===== src/rtl/ws2812_pkg.sv =====
// Shared definitions for the WS2812/SK6812 frame controller: FSM state codes,
// default 100 MHz bit timing, byte-order selectors and the counter-width helper.
package ws2812_pkg;

  typedef logic [2:0] ws_state_t;

  localparam ws_state_t ST_IDLE   = 3'd0;
  localparam ws_state_t ST_FETCH  = 3'd1;
  localparam ws_state_t ST_WAIT_Q = 3'd2;
  localparam ws_state_t ST_BIT_HI = 3'd3;
  localparam ws_state_t ST_BIT_LO = 3'd4;
  localparam ws_state_t ST_LATCH  = 3'd5;
  localparam ws_state_t ST_DONE   = 3'd6;

  localparam int DEF_T0H  = 40;
  localparam int DEF_T1H  = 80;
  localparam int DEF_TBIT = 125;
  localparam int DEF_TRST = 8000;

  localparam int BPL_GRB  = 3;
  localparam int BPL_GRBW = 4;

  // One counter serves both the bit period and the latch code.
  function automatic int ws_cnt_width(input int trst, input int tbit);
    return $clog2(((trst > tbit) ? trst : tbit) + 1);
  endfunction

endpackage


===== src/rtl/ws2812_frame_ctrl_ram.sv =====
// Single-clock colour table: one write port, one registered read port,
// read-old-data on a same-address collision.
module ws2812_tdp_ram #(
  parameter int DEPTH = 16,
  parameter int AW    = 4,
  parameter int DW    = 24
) (
  input  logic          clk,
  input  logic          we,
  input  logic [AW-1:0] wa,
  input  logic [DW-1:0] wd,
  input  logic [AW-1:0] ra,
  output logic [DW-1:0] q
);

  logic [DW-1:0] mem [DEPTH];

  always_ff @(posedge clk) begin
    if (we && ({1'b0, wa} < (AW+1)'(DEPTH))) mem[wa] <= wd;
    q <= mem[ra];
  end

endmodule


===== src/rtl/ws2812_frame_ctrl.sv =====
// WS2812/SK6812 frame controller: colour table plus one-pin serialiser and latch code.
// Optional per-frame brightness scaling is enabled with `define WS2812_BRIGHTNESS_EN.
module ws2812_frame_ctrl
  import ws2812_pkg::*;
#(
  parameter int LED_NUM       = 16,
  parameter int BYTES_PER_LED = BPL_GRB,
  parameter int T0H           = DEF_T0H,
  parameter int T1H           = DEF_T1H,
  parameter int TBIT          = DEF_TBIT,
  parameter int TRST          = DEF_TRST,
  parameter int ADDR_BIT      = $clog2(LED_NUM),
  parameter int W             = 8 * BYTES_PER_LED
) (
  input  logic                clk100,
  input  logic                reset_n,
  input  logic                wr_en,
  input  logic [ADDR_BIT-1:0] wr_addr,
  input  logic [W-1:0]        wr_data,
  input  logic [ADDR_BIT:0]   frame_len,
  input  logic                update_request,
`ifdef WS2812_BRIGHTNESS_EN
  input  logic [7:0]          bright,
`endif
  output logic                busy,
  output logic                update_done,
  output logic                DOUT,
  output logic                RST
);

  if (BYTES_PER_LED != BPL_GRB && BYTES_PER_LED != BPL_GRBW) begin : g_bpl_check
    $error("BYTES_PER_LED must be 3 (GRB) or 4 (GRBW)");
  end
  if (!(T0H < T1H && T1H < TBIT)) begin : g_timing_check
    $error("bit timing must satisfy T0H < T1H < TBIT");
  end

`ifdef WS2812_BRIGHTNESS_EN
  localparam int GAP = 3;
`else
  localparam int GAP = 2;
`endif
  localparam int CW = ws_cnt_width(TRST, TBIT);
  localparam int BW = $clog2(W);
  localparam int LW = ADDR_BIT + 1;

  ws_state_t           state, state_n;
  logic [CW-1:0]       cnt, cnt_n, hi_end, lo_end;
  logic [ADDR_BIT-1:0] idx, idx_n;
  logic [LW-1:0]       len, len_n;
  logic [BW-1:0]       bitcnt, bitcnt_n;
  logic [W-1:0]        shreg, shreg_n, q, load_word;
  logic                pending, pending_n, last_word, load_now;

  ws2812_tdp_ram #(.DEPTH(LED_NUM), .AW(ADDR_BIT), .DW(W)) u_ram (
    .clk (clk100),
    .we  (wr_en),
    .wa  (wr_addr),
    .wd  (wr_data),
    .ra  (idx),
    .q   (q)
  );

`ifdef WS2812_BRIGHTNESS_EN
  logic [7:0] bright_q, bright_n;
  logic       wq, wq_n;
  logic [W-1:0] scaled_p0;

  function automatic logic [W-1:0] scale_word(input logic [W-1:0] w, input logic [7:0] br);
    logic [W-1:0] r;
    logic [15:0]  p;
    r = '0;
    for (int b = 0; b < BYTES_PER_LED; b++) begin
      p = 16'(w[b*8 +: 8]) * (16'(br) + 16'd1);
      r[b*8 +: 8] = p[15:8];
    end
    return r;
  endfunction

  // Scale stage: q settles in the first WAIT_Q cycle, the product is loaded in the second.
  always_ff @(posedge clk100) scaled_p0 <= scale_word(q, bright_q);

  assign load_word = scaled_p0;
`else
  assign load_word = q;
`endif

  always_comb begin
    state_n   = state;
    cnt_n     = cnt;
    idx_n     = idx;
    len_n     = len;
    bitcnt_n  = bitcnt;
    shreg_n   = shreg;
    pending_n = pending;
    load_now  = 1'b1;
`ifdef WS2812_BRIGHTNESS_EN
    bright_n  = bright_q;
    wq_n      = 1'b0;
`endif
    last_word = ({1'b0, idx} + LW'(1)) >= len;
    hi_end    = shreg[W-1] ? CW'(T1H - 1) : CW'(T0H - 1);
    // The last bit of a non-final word absorbs the FETCH/WAIT_Q gap.
    lo_end    = (bitcnt == '0 && !last_word) ? CW'(TBIT - 1 - GAP) : CW'(TBIT - 1);

    case (state)
      ST_IDLE: begin
        if (update_request || pending) begin
          pending_n = 1'b0;
          idx_n     = '0;
          cnt_n     = '0;
          len_n     = (frame_len > LW'(LED_NUM)) ? LW'(LED_NUM) : frame_len;
          state_n   = (len_n == '0) ? ST_LATCH : ST_FETCH;
`ifdef WS2812_BRIGHTNESS_EN
          bright_n  = bright;
`endif
        end
      end
      ST_FETCH: state_n = ST_WAIT_Q;
      ST_WAIT_Q: begin
`ifdef WS2812_BRIGHTNESS_EN
        load_now = wq;
        wq_n     = ~wq;
`endif
        if (load_now) begin
          shreg_n  = load_word;
          bitcnt_n = BW'(W - 1);
          cnt_n    = '0;
          state_n  = ST_BIT_HI;
        end
      end
      ST_BIT_HI: begin
        cnt_n = cnt + CW'(1);
        if (cnt == hi_end) state_n = ST_BIT_LO;
      end
      ST_BIT_LO: begin
        if (cnt == lo_end) begin
          cnt_n = '0;
          if (bitcnt != '0) begin
            shreg_n  = shreg << 1;
            bitcnt_n = bitcnt - BW'(1);
            state_n  = ST_BIT_HI;
          end else if (!last_word) begin
            idx_n   = idx + ADDR_BIT'(1);
            state_n = ST_FETCH;
          end else begin
            state_n = ST_LATCH;
          end
        end else begin
          cnt_n = cnt + CW'(1);
        end
      end
      ST_LATCH: begin
        if (cnt == CW'(TRST - 1)) begin
          cnt_n   = '0;
          state_n = ST_DONE;
        end else begin
          cnt_n = cnt + CW'(1);
        end
      end
      ST_DONE: state_n = ST_IDLE;
      default: state_n = ST_IDLE;
    endcase

    // Single-depth request queue; a pulse during DONE is kept too.
    if (update_request && state != ST_IDLE) pending_n = 1'b1;
  end

  always_ff @(posedge clk100 or negedge reset_n) begin
    if (!reset_n) begin
      state       <= ST_IDLE;
      cnt         <= '0;
      idx         <= '0;
      len         <= '0;
      bitcnt      <= '0;
      shreg       <= '0;
      pending     <= 1'b0;
      busy        <= 1'b0;
      update_done <= 1'b0;
      DOUT        <= 1'b0;
      RST         <= 1'b0;
`ifdef WS2812_BRIGHTNESS_EN
      bright_q    <= 8'hFF;
      wq          <= 1'b0;
`endif
    end else begin
      state       <= state_n;
      cnt         <= cnt_n;
      idx         <= idx_n;
      len         <= len_n;
      bitcnt      <= bitcnt_n;
      shreg       <= shreg_n;
      pending     <= pending_n;
      busy        <= (state_n != ST_IDLE);
      update_done <= (state_n == ST_DONE);
      DOUT        <= (state_n == ST_BIT_HI);
      RST         <= (state_n == ST_LATCH);
`ifdef WS2812_BRIGHTNESS_EN
      bright_q    <= bright_n;
      wq          <= wq_n;
`endif
    end
  end

endmodule


===== config.mk =====
export PLATFORM = sky130hd
export DESIGN_NAME = ws2812_frame_ctrl
export DESIGN_NICKNAME = d
export VERILOG_FILES = /design/src/rtl/ws2812_pkg.sv /design/src/rtl/ws2812_frame_ctrl_ram.sv /design/src/rtl/ws2812_frame_ctrl.sv
export SDC_FILE = /design/constraint.sdc
export NUM_CORES = 1
export LEC_CHECK = 0
export ABC_AREA = 1
export BUFFER_PORTS_ARGS = -buffer_cell sky130_fd_sc_hd__buf_2
export CORE_MARGIN = 2
export CORE_UTILIZATION = 32
export DETAILED_ROUTE_END_ITERATION = 6
export PLACE_DENSITY = 0.47
export SLEW_MARGIN = 10
export SYNTH_ARGS = -nofsm -noshare
export SYNTH_HDL_FRONTEND = slang
export SYNTH_SLANG_ARGS = --single-unit

===== constraint.sdc =====
create_clock -name clk100 -period 2.82 [get_ports clk100]
set_input_delay 0.564 -clock clk100 [delete_from_list [all_inputs] [get_ports clk100]]
set_output_delay 0.564 -clock clk100 [all_outputs]
set_load 0.03 [all_outputs]

### Word-level counts from Yosys, hierarchy flattened

Memories as Yosys holds them, arrays and structs flattened. A register that Yosys moved wholly into a read port is not among the register bits.
Cells that the tools add are included.

| storage, ports and cells | value |
|---|---|
| register bits | 59 |
| bits in writable memories | 384 |
| input port bits | 37 |
| output and inout bits | 4 |
| memories | 1 |

| cells by class | value |
|---|---|
| $add $sub $neg | 4 |
| order comparisons | 2 |
| eq/ne operators | 16 |
| multiplexer cells | 31 |
| reductions and logical operators | 20 |

Memory list:

| name | words | width | read ports | clocked after memory_dff | write ports | line | source |
|---|---|---|---|---|---|---|---|
| u_ram.mem | 16 | 24 | 1 | 1 | 1 | ws2812_frame_ctrl_ram.sv:16 | `logic [DW-1:0] mem [DEPTH];` |

Operators by type and width:

| operator | number |
|---|---|
| $pmux W13 S5 | 1 |
| $mux W24 | 2 |
| $pmux W24 S2 | 1 |
| $mux W13 | 3 |
| $eq A13 B7 Y1 | 2 |
| $mux W3 | 8 |
| $pmux W3 S6 | 1 |
| $mux W4 | 4 |
| $mux W5 | 3 |
| $add A13 B1 Y13 const B | 1 |
| $eq A13 B13 Y1 const B | 1 |
| $eq A3 B3 Y1 const B | 4 |
| $logic_not A5 Y1 | 2 |
| $ne A2 B2 Y1 const B | 5 |
| $pmux W5 S2 | 1 |
| $reduce_bool A5 Y1 | 2 |
| $eq A3 B2 Y1 const B | 3 |
| $pmux W4 S2 | 1 |
| $reduce_bool A2 Y1 | 4 |
| $mux W7 | 1 |
| $reduce_and A2 Y1 | 3 |
| $reduce_bool A3 Y1 | 2 |
| $add A4 B1 Y5 const B | 1 |
| $ge A5 B5 Y1 | 1 |
| 11 further kinds | 16 |

### Logic depth before layout (Yosys ltp)

Gate-level depths: netlist (run 1).

| logic depth | value |
|---|---|
| depth in word-level cells | 9 |
| depth in mapped cells | 18 |

### Cells and area by module

Synthesis (run 1) repeated with hierarchy kept, for this count alone.

| second synthesis, totals | value |
|---|---|
| cell total of the unflattened synthesis | 2,088 |
| area total of the unflattened synthesis | 20,387.1 um^2 |

Modules (own cells, without submodules):

| module | times used | cells an instance | area an instance (um^2) | seq. area each (um^2) |
|---|---|---|---|---|
| ws2812_tdp_ram | 1 | 1,597 | 16,951.3 | 12,011.5 |
| ws2812_frame_ctrl | 1 | 491 | 3,435.8 | 1,476.4 |

### Worst setup path after synthesis (run 1)

OpenSTA, ideal clock, no wires.

| path | value |
|---|---|
| path kind | reg2reg |
| start | register idx[0] |
| end | register bitcnt[3] |
| setup time | 0.117 ns |
| data arrival time | 2.343 ns |
| required time | 2.703 ns |
| setup slack | 0.360 ns |
| cell stages (with the launch flop) | 19 |
| path buffers | 4 |
| path through | dfrtp_1 clkbuf_2 buf_4 buf_6 nand3_1 xor2_1 inv_1 ha_1 nand2_1 inv_1 a21oi_2 nand3_2 nand2_1 nand3_2 nand2_4 nand2_4 buf_6 nand2_1 o21ai_2 |

| between the ends | value |
|---|---|
| word-level cells in the longest chain between the ends | 8 |

Ends and longest elaborated chain:

| what | line | source |
|---|---|---|
| start, declared | ws2812_frame_ctrl.sv:49 | `logic [ADDR_BIT-1:0] idx, idx_n;` |
| start signal, assigned | ws2812_frame_ctrl.sv:189 | `idx <= idx_n;` |
| $add A4 B1 Y5 | ws2812_frame_ctrl.sv:101 | `last_word = ({1'b0, idx} + LW'(1)) >= len;` |
| $ge A5 B5 Y1 | ws2812_frame_ctrl.sv:101 |  |
| $logic_not A1 Y1 | n/a |  |
| $logic_and A1 B1 Y1 | ws2812_frame_ctrl.sv:104 | `lo_end = (bitcnt == '0 && !last_word) ? CW'(TBIT - 1 - GAP) : CW'(TBIT - 1);` |
| $mux W3 | ws2812_frame_ctrl.sv:104 |  |
| $eq A13 B7 Y1 | ws2812_frame_ctrl.sv:137 | `if (cnt == lo_end) begin` |
| $ne A2 B2 Y1 (no line) | n/a |  |
| $reduce_and A3 Y1 (no line) | n/a |  |
| end signal, assigned | ws2812_frame_ctrl.sv:191 | `bitcnt <= bitcnt_n;` |
| end, declared | ws2812_frame_ctrl.sv:51 | `logic [BW-1:0] bitcnt, bitcnt_n;` |

No other way between the ends.
A chain may end at the register's enable or synchronous reset.

==> results.txt, run 1 <==
maximum clock path buffer count: 3
global route total overflow: 0
commonest cells after routing, fill and taps aside: edfxtp_1 (384), nand2_1 (223), nor2_1 (182)
RSZ-0062 raised after global routing: false
Die H: 246.3 um
critical path launch point type: flip-flop
Initial Util: 0.3243
Reg clk slew, reported paths: 60 ps
EDFF count, synth: 384
fraction of registers with async set/reset: 0.1263
post-synthesis register bit count: 467
ANT nets after route: 0
Worst Skew: 56.71 ps
antenna cells: 0
clock buffer count from CTS: 52
width of the chip: 246.3 um
Port Buffers: 40
minimum clock period: 2561 ps
post-synthesis mux area share: 0.03464
total power: 14370 uW
post-layout util: 0.3758
setup TNS: 0 ps
Placer Congestion: 0.8070
complex-gate fraction of the synthesized area: 0.09280
area share of xor/xnor cells in the synthesized design: 0.002332
Final Hold Vio Count: 0
slowest CP cell: buf_4
first-pass GRT wire length: 70190 um
vias in the first global route: 11080
HP Class: input pin to flip-flop
synthesis-to-layout area growth: 15.88%
Synth Area per Inst: 12.89 um2
max-slew violations: 0
Leak: 0.007448 uW
core area: 57920 um2
CP top delay family: buffers and inverters
most common cell after layout, fill and taps aside: edfxtp_1
Cell variety after synth: 42
vias per inst: 4.933
period utilization: 0.9081
nets: 1546
CTS H-tree lvls: 2
root buffer cell: clkbuf_16
vias: 11400
CP required: 3330 ps
outcome: complete, no violations
Adder-Cell Fraction of Synth Area: 0.005329
critical path class: flip-flop to flip-flop
Seq/Total Area, Yosys: 0.7181
Clock Latency Late Sink: 620 ps
largest family of logic cells by synthesized area: simple AND/OR/NAND/NOR gates
Max-Slew Margin vs Limit: 0.1810
HPWL after DPL: 25100 um
DRT iter0 DRCs: 788
Post-CTS Setup Inserts: 0
initial antenna violation count: 2
layout cells sized above 1: 0.1230
synth warn: 0
die area: 60650 um2
crit path DAT: 3070 ps
worst slew pin tran: 1228 ps
slowest stage delay, CP: 570 ps
crit end category: flip-flop
final setup fails: 0
Synth Cell Area: 18780 um2
Tot GR Track Use: 0.1534
Post-Route WL: 45990 um
Ports: 41
CTS Sinks: 467
Worst Path Max Fanout: 163
Area after DPL: 20100 um2
Hold WS: 178.3 ps
CP bufs+invs: 3
Max Freq: 390.5 MHz
power per cell area: 660.1 nW/um2
max_cap viols: 0
Syn Nets: 1502
CTS tree: built
largest net degree at the start of global routing: 194
DRC: 0
Synth Flop Type: edfxtp_1
Routed WL per cell: 19.91 um
placement row count: 88
CP Cell Sequence: buf_12 -> inv_4 -> buf_4 -> nor2_1 -> o32ai_1 -> o211ai_1 -> nand2_1
VDD IR max: 0.0004647 V
Synth Area in Simple Gates: 0.1135
Initial DRT Pass Iterations: 5
cell count after synthesis: 1457
Final Cell Area: 21760 um2
==> logic make-up (layout without fill, tap and decap cells) <==
family | after synthesis | count (layout)
buf+inv | 136 | 224
compound gates | 258 | 258
simple gates | 518 | 518
mux | 65 | 65
fa+ha+maj | 8 | 8
flops | 467 | 467
xor+xnor | 5 | 5
==> layer usage <==
metal	GRT usage	vias up	wire length [um]
li1	-	5434	-
met1	0.2108	5687	21140
met2	0.2513	201	22050
met3	0.02168	72	1756
met4	0.04748	2	1022
met5	0	-	17
==> what timing repair did <==
item | in CTS | in global routing
endpoints found under the hold margin | 40 | 0
hold buffers | 1 | 0
setup endpoints to repair | 0 | 3
gates resized for setup | 0 | 2
==> through the flow <==
stage,cells,setup WS [ps]
after floorplan,1457,360.0
after global placement,2211,343.1
after detailed placement,2211,246.5
after CTS,2310,223.2
after global routing,2310,45.96
final,2310,259.0
==> state kept, by name, indices dropped and copies added, names as in the netlist <==
| signal | cells |
|---|---|
| u_ram.q | 24 |
| bitcnt | 5 |
| pending | 1 |
| busy | 1 |
| len | 5 |
| u_ram.mem | 384 |
| state | 3 |
| RST | 1 |
| cnt | 13 |
| update_done | 1 |
| DOUT | 1 |
| shreg | 24 |
| idx | 4 |
==> worst register-to-register path, delay by kind of cell (launching register included) <==
kind                   cells  cell delay, ps
AND/OR/NAND/NOR            2             210
flip-flops                 1             500
AO/OA/AOI/OAI              2             480
buffers and inverters      3            1270
==> area by class of cell <==
class / instances / area, um2
clock buffer: 64 / 1346
clock inverter: 34 / 297.8
fill: 5606 / 36150
inverter: 50 / 190.2
multi-input combinational: 854 / 4798
sequential: 467 / 13500
tap: 765 / 957.2
timing repair buffer: 76 / 676.9
==> report_power, final <==
group / total, uW / leakage [uW] / internal, uW / switching [uW]
Combinational: 261 / 0.00221 / 61.5 / 200
Clock: 6480 / 0.000793 / 3690 / 2780
Sequential: 7630 / 0.00444 / 7600 / 30.1
Total: 14400 / 0.00745 / 11400 / 3010
==> Yosys cell counts, types with 2 or more instances <==
cell type  instances  share of area
o221ai_1          65          0.030
buf_4             13         0.0052
dfrtp_1           59          0.079
dfxtp_1           24          0.026
a31oi_1            2        0.00067
nand2_1          223          0.045
buf_6              5         0.0030
buf_2             21         0.0056
o211ai_1          26          0.010
nor2_2             2        0.00067
ha_1               8         0.0053
nor3_1            16         0.0043
nand2_4            2         0.0012
a21oi_2            3         0.0014
o21ai_2            5         0.0023
inv_2              4        0.00080
edfxtp_1         384           0.61
o21ai_0          116          0.031
clkbuf_1          45         0.0090
nand3_2            2         0.0011
a21oi_1            6         0.0016
nand2_2            2        0.00067
or2_2              3         0.0010
xor2_1             4         0.0019
o21ai_1            2        0.00053
nand3b_1           2        0.00080
o32ai_1           26          0.012
mux2i_1           65          0.035
o22ai_1            5         0.0017
inv_1             45         0.0090
nand3_1           59          0.016
nor2_1           198          0.040
nand4_1            6         0.0020
==> final timing paths <==
| path | from | to | slack [ps] | cells past startpoint |
|---|---|---|---|---|
| setup / recovery | idx[0]$_DFFE_PN0P_ | u_ram.q[15]$_DFF_P_ | 260 | 7 |
| hold / removal | frame_len[4] | len[0]$_DFFE_PN0P_ | 180 | 2 |
| setup reg to reg | idx[0]$_DFFE_PN0P_ | u_ram.q[15]$_DFF_P_ | 260 | 7 |
| hold reg to reg | u_ram.q[0]$_DFF_P_ | shreg[0]$_DFFE_PN0P_ | 460 | 2 |
| max in group asynchronous | reset_n | shreg[4]$_DFFE_PN0P_ | 1930 | 3 |
| min in group asynchronous | reset_n | cnt[5]$_DFFE_PN0P_ | 270 | 2 |
Note: power is estimated with default switching activity, not from simulation.
==> run 2: changes to the inputs <==
==> constraint.sdc (replaced) <==
create_clock -name clk100 -period 2.82 [get_ports clk100]
set_input_delay 0.705 -clock clk100 [delete_from_list [all_inputs] [get_ports clk100]]
set_output_delay 0.705 -clock clk100 [all_outputs]
set_load 0.03 [all_outputs]
==> run 2 against run 1 <==
- critical path depth increased by 6
- sequential share of layout area increased by 0.12 points
- first-iteration DRC count up 13%
- via count grew 0.86%
- register-to-register slack hardly changed
- flip-flop and latch count unchanged
- critical path type unchanged
- highest routed layer unchanged
==> results.txt, run 2 (synthesis gave the netlist of run 1 again) <==
largest registers: u_ram.mem (384), shreg (24), u_ram.q (24)
vias: 11490
worst slack at placement: 273.5 ps
Worst Skew: 31.52 ps
first-pass GRT wire length: 70850 um
HP Class: input pin to async pin
Ports: 41
crit end category: flip-flop
DRT iter0 DRCs: 893
Worst Path Max Fanout: 32
crit path DAT: 3030 ps
period utilization: 0.9116
final setup fails: 0
Final Cell Area: 21720 um2
Placer Congestion: 0.7823
DRC: 0
worst slew pin tran: 1121 ps
root buffer cell: clkbuf_16
Routed WL per cell: 20.11 um
final worst setup slack: 249.4 ps
vias in the first global route: 11240
nets: 1555
total power: 14230 uW
Tot GR Track Use: 0.1550
slowest CP cell: dfrtp_4
Max-Slew Margin vs Limit: 0.2526
max reg flops: 384
global route total overflow: 0
power per cell area: 654.9 nW/um2
register with the highest flop count: u_ram.mem
placement row count: 88
Die H: 246.3 um
Initial DRT Pass Iterations: 5
synthesis-to-layout area growth: 15.66%
# hold bufs at CTS: 0
Post-CTS Setup Inserts: 0
width of the chip: 246.3 um
max-slew violations: 0
outcome: complete, no violations
Max Freq: 389.0 MHz
Reg clk slew, reported paths: 60 ps
Port Buffers: 40
Area after DPL: 20150 um2
CP required: 3280 ps
layout cells sized above 1: 0.1279
cell mode on critical path: nand2_1
CTS resizes: 0
minimum clock period: 2571 ps
maximum clock path buffer count: 3
die area: 60650 um2
RSZ-0062 raised after global routing: false
largest net degree at the start of global routing: 194
most common cell after layout, fill and taps aside: edfxtp_1
HPWL after DPL: 25320 um
final-layout fill cell count: 5589
max_cap viols: 0
VDD IR max: 0.0005342 V
initial antenna violation count: 1
r2r setup slk: 250 ps
core area: 57920 um2
critical path class: flip-flop to flip-flop
Leak: 0.007460 uW
commonest cells after routing, fill and taps aside: edfxtp_1 (384), nand2_1 (223), nor2_1 (182)
setup TNS: 0 ps
CP Cell Sequence: ha_1 -> xor2_1 -> ha_1 -> nand2_1 -> nand2_1 -> a21oi_2 -> nand3_2 -> nand2_1 -> nand3_2 -> nand2_4 -> nand2_4 -> nand2_1 -> o21ai_2
vias per inst: 4.967
ANT nets after route: 0
slowest stage delay, CP: 500 ps
Initial Util: 0.3243
critical path launch point type: flip-flop
CTS Sinks: 467
Final Hold Vio Count: 0
Clock Latency Late Sink: 610 ps
clock buffer count from CTS: 50
CTS tree: built
Post-Route WL: 46540 um
CTS H-tree lvls: 2
## run 2: changes by cell type in the layout (fill, tap and decap cells not counted), sizes merged
cell / delta
clkinv: -18
buf: +12
clkinvlp: -1
dlygate4sd3: -1
bufinv: -1
diode: +1
clkbuf: +12
## run 2: final timing paths
path / cells past startpoint / endpoint / startpoint
min reg2reg: 2 / shreg[12]$_DFFE_PN0P_ / shreg[12]$_DFFE_PN0P_
min: 1 / cnt[5]$_DFFE_PN0P_ / reset_n
max in group asynchronous: 2 / shreg[14]$_DFFE_PN0P_ / reset_n
max: 13 / bitcnt[3]$_DFFE_PN0P_ / idx[0]$_DFFE_PN0P_
min in group clk100: 2 / len[0]$_DFFE_PN0P_ / frame_len[4]
max reg2reg: 13 / bitcnt[3]$_DFFE_PN0P_ / idx[0]$_DFFE_PN0P_
## run 2: critical path, delay by kind of cell (launching register included)
family / cells / cell delay (ps)
AND/OR/NAND/NOR: 8 / 960
flip-flops: 1 / 500
XOR/XNOR: 1 / 200
AO/OA/AOI/OAI: 2 / 230
adder cells (fa/ha/maj): 2 / 510
## run 2: cell type report
class	count	area (um2)	area share
Timing Repair Buffer	87	715.7	0.03295
Sequential cell	467	13500	0.6213
Multi-Input combinational cell	854	4790	0.2205
Tap cell	765	957.2	0.04406
Inverter	50	190.2	0.008755
Clock inverter	14	161.4	0.007430
Antenna cell	1	2.502	0.0001152
Clock buffer	76	1409	0.06486
## run 2: power breakdown
part	internal (uW)	leakage, uW	switching (uW)
registers	7590	0.00444	29.5
logic	61.6	0.00226	200
clock network	3640	0.000758	2700
## run 2: layer usage
layer | part of all wire | GRT usage
met5 | 0.00034 | 0
met4 | 0.024 | 0.04500
met3 | 0.042 | 0.02571
met2 | 0.47 | 0.2504
met1 | 0.46 | 0.2145
## run 2: per-stage QoR
stage                       util  instances  hold WS (ps)
after floorplan                -       1457         409.4
after global placement    0.3479       2223         457.7
after detailed placement  0.3479       2223         458.4
after CTS                 0.3750       2313         97.03
after global routing      0.3750       2313         133.2
final                     0.3751       2314         100.6
==> run 3: changes to the inputs <==
- REMOVE_ABC_BUFFERS: not set -> 1
==> run 3 against run 2 <==
- utilization rose by 0.19 points
- first-iteration DRC count is 12% lower
- global-route usage is 0.15 points higher
- final cell count down 0.43%
- wire length grew 0.61%
- register-to-register slack hardly changed
- highest routed layer unchanged
- critical path depth did not move
- critical endpoint unchanged
- clock-buffer cell count decreased by 1
==> results.txt, run 3 (synthesis gave the netlist of run 1 again) <==
outcome: complete, no violations
CP bufs+invs: 0
synthesis-to-layout area growth: 16.25%
Final Hold Vio Count: 0
power per cell area: 665.8 nW/um2
critical path startpoint: idx[0]$_DFFE_PN0P_
Non-Filler Instances: 2304
crit end category: flip-flop
layout cells sized above 1: 0.1254
met3 Use GR: 0.02288
grt met2 use: 0.2642
register with the highest flop count: u_ram.mem
post-layout util: 0.3770
placement row count: 88
vias per inst: 4.996
Leak: 0.007466 uW
antenna cells: 0
die area: 60650 um2
Port Buffers: 40
Placer Congestion: 0.7609
largest net degree at the start of global routing: 194
clock buffer count from CTS: 51
Max Freq: 387.9 MHz
max-slew violations: 0
largest registers: u_ram.mem (384), shreg (24), u_ram.q (24)
max reg flops: 384
period utilization: 0.9142
switching share of power: 0.2078
Initial Util: 0.3243
CTS H-tree lvls: 2
critical path class: flip-flop to flip-flop
Die H: 246.3 um
CP Cell Sequence: ha_1 -> xor2_1 -> ha_1 -> nand2_1 -> nand2_1 -> a21oi_2 -> nand3_2 -> nand2_1 -> nand3_4 -> nand2_8 -> nand2_8 -> nand2_1 -> o21ai_2
busiest grt layer: met2
Routed WL per cell: 20.32 um
CTS tree: built
commonest cells after routing, fill and taps aside: edfxtp_1 (384), nand2_1 (222), nor2_1 (182)
CP top delay family: simple AND/OR/NAND/NOR gates
CP required: 3280 ps
width of the chip: 246.3 um
DRT iter0 DRCs: 788
slowest stage delay, CP: 500 ps
ANT nets after route: 0
Clock Latency Late Sink: 610 ps
core area: 57920 um2
maximum clock path buffer count: 3
Sequential Power Share: 0.524
Max-Slew Margin vs Limit: 0.1854
Final Cell Area: 21830 um2
most common cell after layout, fill and taps aside: edfxtp_1
DRC: 0
first-pass GRT wire length: 71410 um
VDD IR max: 0.0005217 V
Worst Path Max Fanout: 32
initial antenna violation count: 1
vias: 11510
worst slew pin tran: 1222 ps
P_int: 11520 uW
CTS Sinks: 467
GR Util met1: 0.2080
Tot GR Track Use: 0.1565
Post-Place Cells: 2208
global route total overflow: 0
worst reg2reg startpoint: idx[0]$_DFFE_PN0P_
P_sw: 3020 uW
Ports: 41
critical path launch point type: flip-flop
crit path DAT: 3040 ps
final setup fails: 0
total power: 14540 uW
Initial DRT Pass Iterations: 5
Post-Route WL: 46820 um
clock share of power: 0.458
cell mode on critical path: nand2_1
Worst Skew: 36.87 ps
HP Class: input pin to async pin
Comb pwr share: 0.018
minimum clock period: 2578 ps
HPWL after DPL: 23910 um
vias in the first global route: 11560
slowest CP cell: dfrtp_4
root buffer cell: clkbuf_16
max_cap viols: 0
nets: 1543
RSZ-0062 raised after global routing: true
Area after DPL: 20100 um2
Reg clk slew, reported paths: 60 ps
==> run 3: layer usage <==
metal  vias to the layer above  wire length [um]
met2                       223             22610
li1                       5421                 -
met5                         -                 7
met1                      5794             21430
met4                         2              1064
met3                        70              1712
==> run 3: through the flow <==
step / setup TNS [ps] / setup WS, ps / hold WS [ps]
after floorplan: -291610 / -5222 / 409.4
after global placement: 0 / 228.1 / 416.5
after detailed placement: 0 / 149.0 / 430.7
after CTS: 0 / 116.3 / 147.0
after global routing: -42.34 / -13.25 / 180.5
final: 0 / 242.0 / 158.8
==> run 3: repair_timing <==
action,in CTS,in global routing
hold buffers,0,0
resized for setup,0,6
endpoints found under the setup margin,0,43
buffers inserted,0,1
==> run 3: area by class of cell <==
cell class / count / area [um2]
multi-input cells: 855 / 4833
well taps: 765 / 957.2
repair buffers: 73 / 673.1
flip-flops and latches: 467 / 13500
fillers: 5597 / 36080
clock buffers: 75 / 1448
inverters: 50 / 190.2
clock inverters: 19 / 236.5
==> run 3: worst paths after layout <==
kind	end	slack, ps	cells after the start
worst min-delay path	len[3]$_DFFE_PN0P_	160	1
worst max register to register	bitcnt[3]$_DFFE_PN0P_	240	13
max in group asynchronous	state[1]$_DFF_PN0_	1840	2
min in group clk100	len[1]$_DFFE_PN0P_	350	3
worst min register to register	shreg[0]$_DFFE_PN0P_	440	2
worst max-delay path	bitcnt[3]$_DFFE_PN0P_	240	13
==> run 3: power by group through the flow <==
stage | Combinational, uW | Sequential [uW] | Clock (uW)
detailed placement | 272 | 7770 | 0
global route | 295 | 7630 | 7080
CTS | 272 | 7620 | 6830
global placement | 266 | 7760 | 0
floorplan | 70.3 | 7760 | 0
finish | 263 | 7620 | 6650
